$ cat src/rtl/i2s_rx.sv
// i2s_rx: I2S receiver that deserialises 16-bit stereo frames in the clk_i domain.
// Optional mono mix output enabled by defining I2S_RX_MONO_EN.
module i2s_rx #(
  parameter int SLOT_BITS = 32
) (
  input  logic        clk_i,
  input  logic        reset_i,
  input  logic        sck_i,
  input  logic        ws_i,
  input  logic        sd_i,
  output logic [15:0] left_o,
  output logic [15:0] right_o,
`ifdef I2S_RX_MONO_EN
  output logic [15:0] mono_o,
`endif
  output logic        valid_o,
  output logic        err_o
);
  localparam int CW = $clog2(SLOT_BITS + 2);
  localparam logic [CW-1:0] CMAX = CW'(SLOT_BITS + 1);
  localparam logic [CW-1:0] CLIM = CW'(SLOT_BITS);
  localparam logic [CW-1:0] C16 = CW'(16);
  typedef enum logic {ALIGN, RECV} state_t;
  state_t state;
  logic [1:0] sck_m, ws_m, sd_m;
  logic sck_d, ws_prev, ch, pair_ok;
  logic [CW-1:0] cnt, cnt_n;
  logic [15:0] sr, word, left_hold;
  logic rise, ws_chg, done, err;
  always_comb begin
    rise = sck_m[1] & ~sck_d;
    ws_chg = ws_m[1] ^ ws_prev;
    cnt_n = (cnt == CMAX) ? cnt : cnt + CW'(1);
    word = (cnt < C16) ? {sr[14:0], sd_m[1]} : sr;
    done = cnt_n == C16;
    // short slot closed by a ws change, or slot overrun (fires once: count saturates)
    err = (ws_chg && cnt_n < C16) || (cnt_n > CLIM && cnt <= CLIM);
  end
`ifdef I2S_RX_MONO_EN
  logic signed [16:0] sum;
  always_comb sum = $signed({left_hold[15], left_hold}) + $signed({word[15], word});
`endif
  always_ff @(posedge clk_i or posedge reset_i) begin
    if (reset_i) begin
      sck_m <= '0;
      ws_m <= '0;
      sd_m <= '0;
      sck_d <= 1'b0;
      ws_prev <= 1'b0;
      state <= ALIGN;
      cnt <= '0;
      ch <= 1'b0;
      pair_ok <= 1'b0;
      sr <= '0;
      left_hold <= '0;
      left_o <= '0;
      right_o <= '0;
`ifdef I2S_RX_MONO_EN
      mono_o <= '0;
`endif
      valid_o <= 1'b0;
      err_o <= 1'b0;
    end else begin
      sck_m <= {sck_m[0], sck_i};
      ws_m <= {ws_m[0], ws_i};
      sd_m <= {sd_m[0], sd_i};
      sck_d <= sck_m[1];
      valid_o <= 1'b0;
      err_o <= 1'b0;
      if (rise) begin
        ws_prev <= ws_m[1];
        if (state == ALIGN) begin
          // the 1->0 edge still carries the previous slot's LSB; left MSB follows
          if (ws_prev && !ws_m[1]) begin
            state <= RECV;
            cnt <= '0;
            ch <= 1'b0;
            pair_ok <= 1'b1;
          end
        end else begin
          if (cnt < C16) sr <= word;
          cnt <= ws_chg ? '0 : cnt_n;
          if (done && !ch) left_hold <= word;
          if (done && ch && pair_ok) begin
            left_o <= left_hold;
            right_o <= word;
`ifdef I2S_RX_MONO_EN
            mono_o <= 16'(sum >>> 1);
`endif
            valid_o <= 1'b1;
          end
          if (err) begin
            err_o <= 1'b1;
            pair_ok <= 1'b0;
          end
          if (ws_chg) begin
            ch <= ws_m[1];
            if (!ws_m[1]) pair_ok <= 1'b1;
          end
        end
      end
    end
  end
endmodule

$ cat config.mk
export PLATFORM = sky130hd
export DESIGN_NAME = i2s_rx
export DESIGN_NICKNAME = d
export VERILOG_FILES = /design/src/rtl/i2s_rx.sv
export SDC_FILE = /design/constraint.sdc
export NUM_CORES = 1
export LEC_CHECK = 0
export ABC_AREA = 1
export CORE_ASPECT_RATIO = 0.75
export CORE_MARGIN = 2
export CORE_UTILIZATION = 41
export CTS_BUF_LIST = sky130_fd_sc_hd__clkbuf_8
export DETAILED_ROUTE_END_ITERATION = 16
export GPL_ROUTABILITY_DRIVEN = 0
export PLACE_DENSITY = 0.61
export SYNTH_ARGS = -nofsm -noshare
export SYNTH_HDL_FRONTEND = slang
export SYNTH_SLANG_ARGS = --single-unit
export TNS_END_PERCENT = 20
$ cat constraint.sdc
create_clock -name clk_i -period 3.21 [get_ports clk_i]
set_input_delay 0.642 -clock clk_i [delete_from_list [all_inputs] [get_ports clk_i]]
set_output_delay 0.642 -clock clk_i [all_outputs]
set_load 0.02 [all_outputs]
==> metrics.txt <==
vias per cell around 4.8; CP endpoint kind register; flop-to-flop setup slack approximately 1.1 ns; wire length per cell between 10 and 15 um; Nets ~420; most frequent cell after synthesis nand2_1; layout cells sized above 1 10.0%; Die W roughly 110 um; Synth Cell Area between 3000 and 4000 um^2; post-synthesis sequential area ratio around three fifths; first-pass GRT wire length ~11000 um; final period utilization between 60% and 70%; CTS Root Cell clkbuf_8; HPWL Detailed roughly 4700 um; via count 2518; minimum clock period 2.14 ns; power share of the combinational group between 10% and 20%; initial antenna violation count 0; busiest grt layer met1; flops & latches, synth a little over 80; multi-input logic area around 1200 um^2; Initial Util between 40% and 50%; # fillers a little over 800; WP data required between 3 and 4 ns; post-CTS setup buffers 0; Crit Path Class reg2reg; cell taking the most area after synthesis dfrtp_1; number of core rows 29; Routed Antenna Nets 0; Worst-Skew Late Latency 0.35 ns; H-tree Lvls 3; clk sinks 83; Worst path slowest cell dfrtp_1; CP most frequent cell nand2_1; post-synth top area share roughly three fifths; max-cap viol count 0; crit start category register; CP arrival 2.35 ns; Net Sw Frac a little over a quarter; met2 global-route usage 22.8%; FMAX 468 MHz; clock skew 0.0118 ns; Final Max Tran Viols 0; port bufs 38; TritonCTS clock tree built; syn_nets between 300 and 400; TritonRoute pass-1 iters 4; RSZ-0062 raised after global routing no; num ports 39; area delta synth->final 20.2%; Die Ht between 80 and 90 um; WL final roughly 6600 um; Max-Slew Margin vs Limit 42.7%; Sequential Area ~2100 um^2; Syn. warnings 0; share of flip-flops with an asynchronous set or reset 100%; core area roughly 8300 um^2; GRT Overall Usage 16.1%; DRT iter0 DRCs between 150 and 200; total power draw around 2300 uW; GRT overflow 0; Slew @ Worst Pin ~0.86 ns; final setup fails 0; Clock Power Share 37.5%; Worst VDD drop around 0.28 mV; Post-synth top flop dfrtp_1; Avg Cell Area, Syn roughly 9.2 um^2; worst-path cell chain inv_1, ha_1, nand2_1, inv_1, nand3_2, nand2_1, nand2_1, nand2_1, nor2_4, nand3_4, buf_4, nand2_1, o21ai_0; Max Buffers Root-to-Sink 2; Post-synth top cells nand2_1, dfrtp_1, o21ai_0; met3 usage about 4.4%; crit-path max cell delay between 0.4 and 0.5 ns; static leakage roughly 0.002 uW; CP Buf/Inv Count 3; Final Hold Vio Count 0; status completed; ranking of synthesized cells by area dfrtp_1, nand2_1, o21ai_0; CTS Buf Count 9; met1 GRT Util approximately a quarter; CTS resizes 0; DR DRC count 0; Netlist cell types 24; HP Class reg2reg; pin count of the biggest net entering global routing 45; setup_tns 0 ns; Post-synth EDFFs 0; Ant. Diodes 0; internal power 1660 uW; PwrDens approximately 550 nW/um^2; cell count after synthesis between 300 and 400; CTS clk-pin slew, worst paths approximately 0.08 ns; via count of the first global-routing pass 2329; die footprint 9220 um^2; post-cts hold buffer count 0; Reg power frac between 50% and 60%; crit path max fanout 31; Worst path top cell family by delay simple AND/OR/NAND/NOR gates; Switch Pwr 621 uW
cells in the final DEF (no fill, tap or decap), drive strengths merged, types with 5 or more instances in the layout:
cell,synthesis,final
nand2,136,136
dfrtp,83,83
o21ai,68,68
clkdlybuf4s50,0,38
inv,36,37
nor2,12,12
clkbuf,7,10
o22ai,6,6
nand4,5,5
nand3,5,5
cells by family (layout without fill, tap and decap cells):
| family | after synthesis | in the layout | share of synthesized area [%] |
|---|---|---|---|
| DFF | 83 | 83 | 59.9 |
| adders and majority gates | 4 | 4 | 1.44 |
| AOI/OAI and AO/OA | 77 | 77 | 12.4 |
| xor gates and xnor gates | 2 | 2 | 0.505 |
| buffers and inverters | 51 | 94 | 6.53 |
| and+or+nand+nor | 158 | 158 | 19.2 |
worst register-to-register path, stage by stage (launching register included):
cell,delay [ns]
dfrtp_1,0.41
inv_1,0.10
ha_1,0.22
nand2_1,0.07
inv_1,0.05
nand3_2,0.07
nand2_1,0.05
nand2_1,0.12
nand2_1,0.11
nor2_4,0.13
nand3_4,0.21
buf_4,0.31
nand2_1,0.09
o21ai_0,0.07
power groups by stage:
| stage | logic [uW] | registers (uW) | clock network (uW) |
|---|---|---|---|
| floorplan | 202 | 1170 | 0 |
| global placement | 266 | 1170 | 0 |
| detailed placement | 272 | 1180 | 0 |
| CTS | 274 | 1160 | 888 |
| global route | 311 | 1170 | 933 |
| finish | 271 | 1160 | 856 |
routing by layer:
layer | routed length (um) | up-vias
li1 | - | 1264
met1 | 3290 | 1207
met2 | 3030 | 45
met3 | 264 | 2
met4 | 37 | 0
met5 | 0 | -
final timing paths:
kind	start	end	cells past startpoint
setup / recovery	cnt[1]$_DFFE_PP0P_	right_o[12]$_DFFE_PP0P_	13
min in group asynchronous	reset_i	left_o[15]$_DFFE_PP0P_	2
hold reg to reg	sd_m[0]$_DFF_PP0_	sd_m[1]$_DFF_PP0_	0
max in group asynchronous	reset_i	sd_m[1]$_DFF_PP0_	3
hold / removal	sd_m[0]$_DFF_PP0_	sd_m[1]$_DFF_PP0_	0
setup reg to reg	cnt[1]$_DFFE_PP0P_	right_o[12]$_DFFE_PP0P_	13
metrics by stage:
stage,std cells,area (um^2),hold WS [ns],util (%),setup slack [ns]
6_report,526,4170,0.354,50.0,1.07
4_1_cts,526,4170,0.357,50.0,1.05
5_1_grt,526,4170,0.361,50.0,0.859
3_5_place_dp,510,3940,0.337,47.2,1.08
2_1_floorplan,375,3470,0.331,-,0.431
3_3_place_gp,510,3940,0.333,47.2,1.12
cell type report:
cell class	count	area share [%]
multi-input combinational	241	27.9
inverter	36	3.27
timing repair buffer	42	10.1
clock inverter	6	2.31
tap	108	3.24
sequential	83	49.8
clock buffer	10	3.30
state kept, by name (all words and copies together) (netlist names):
| name | count |
|---|---|
| valid_o | 1 |
| cnt | 6 |
| left_hold | 16 |
| ws_prev | 1 |
| sd_m | 2 |
| ws_m | 2 |
| ch | 1 |
| state | 1 |
| right_o | 16 |
| sck_m | 2 |
| sr | 16 |
| err_o | 1 |
| pair_ok | 1 |
| left_o | 16 |
| sck_d | 1 |
Note: power is estimated with default switching activity, not from simulation.
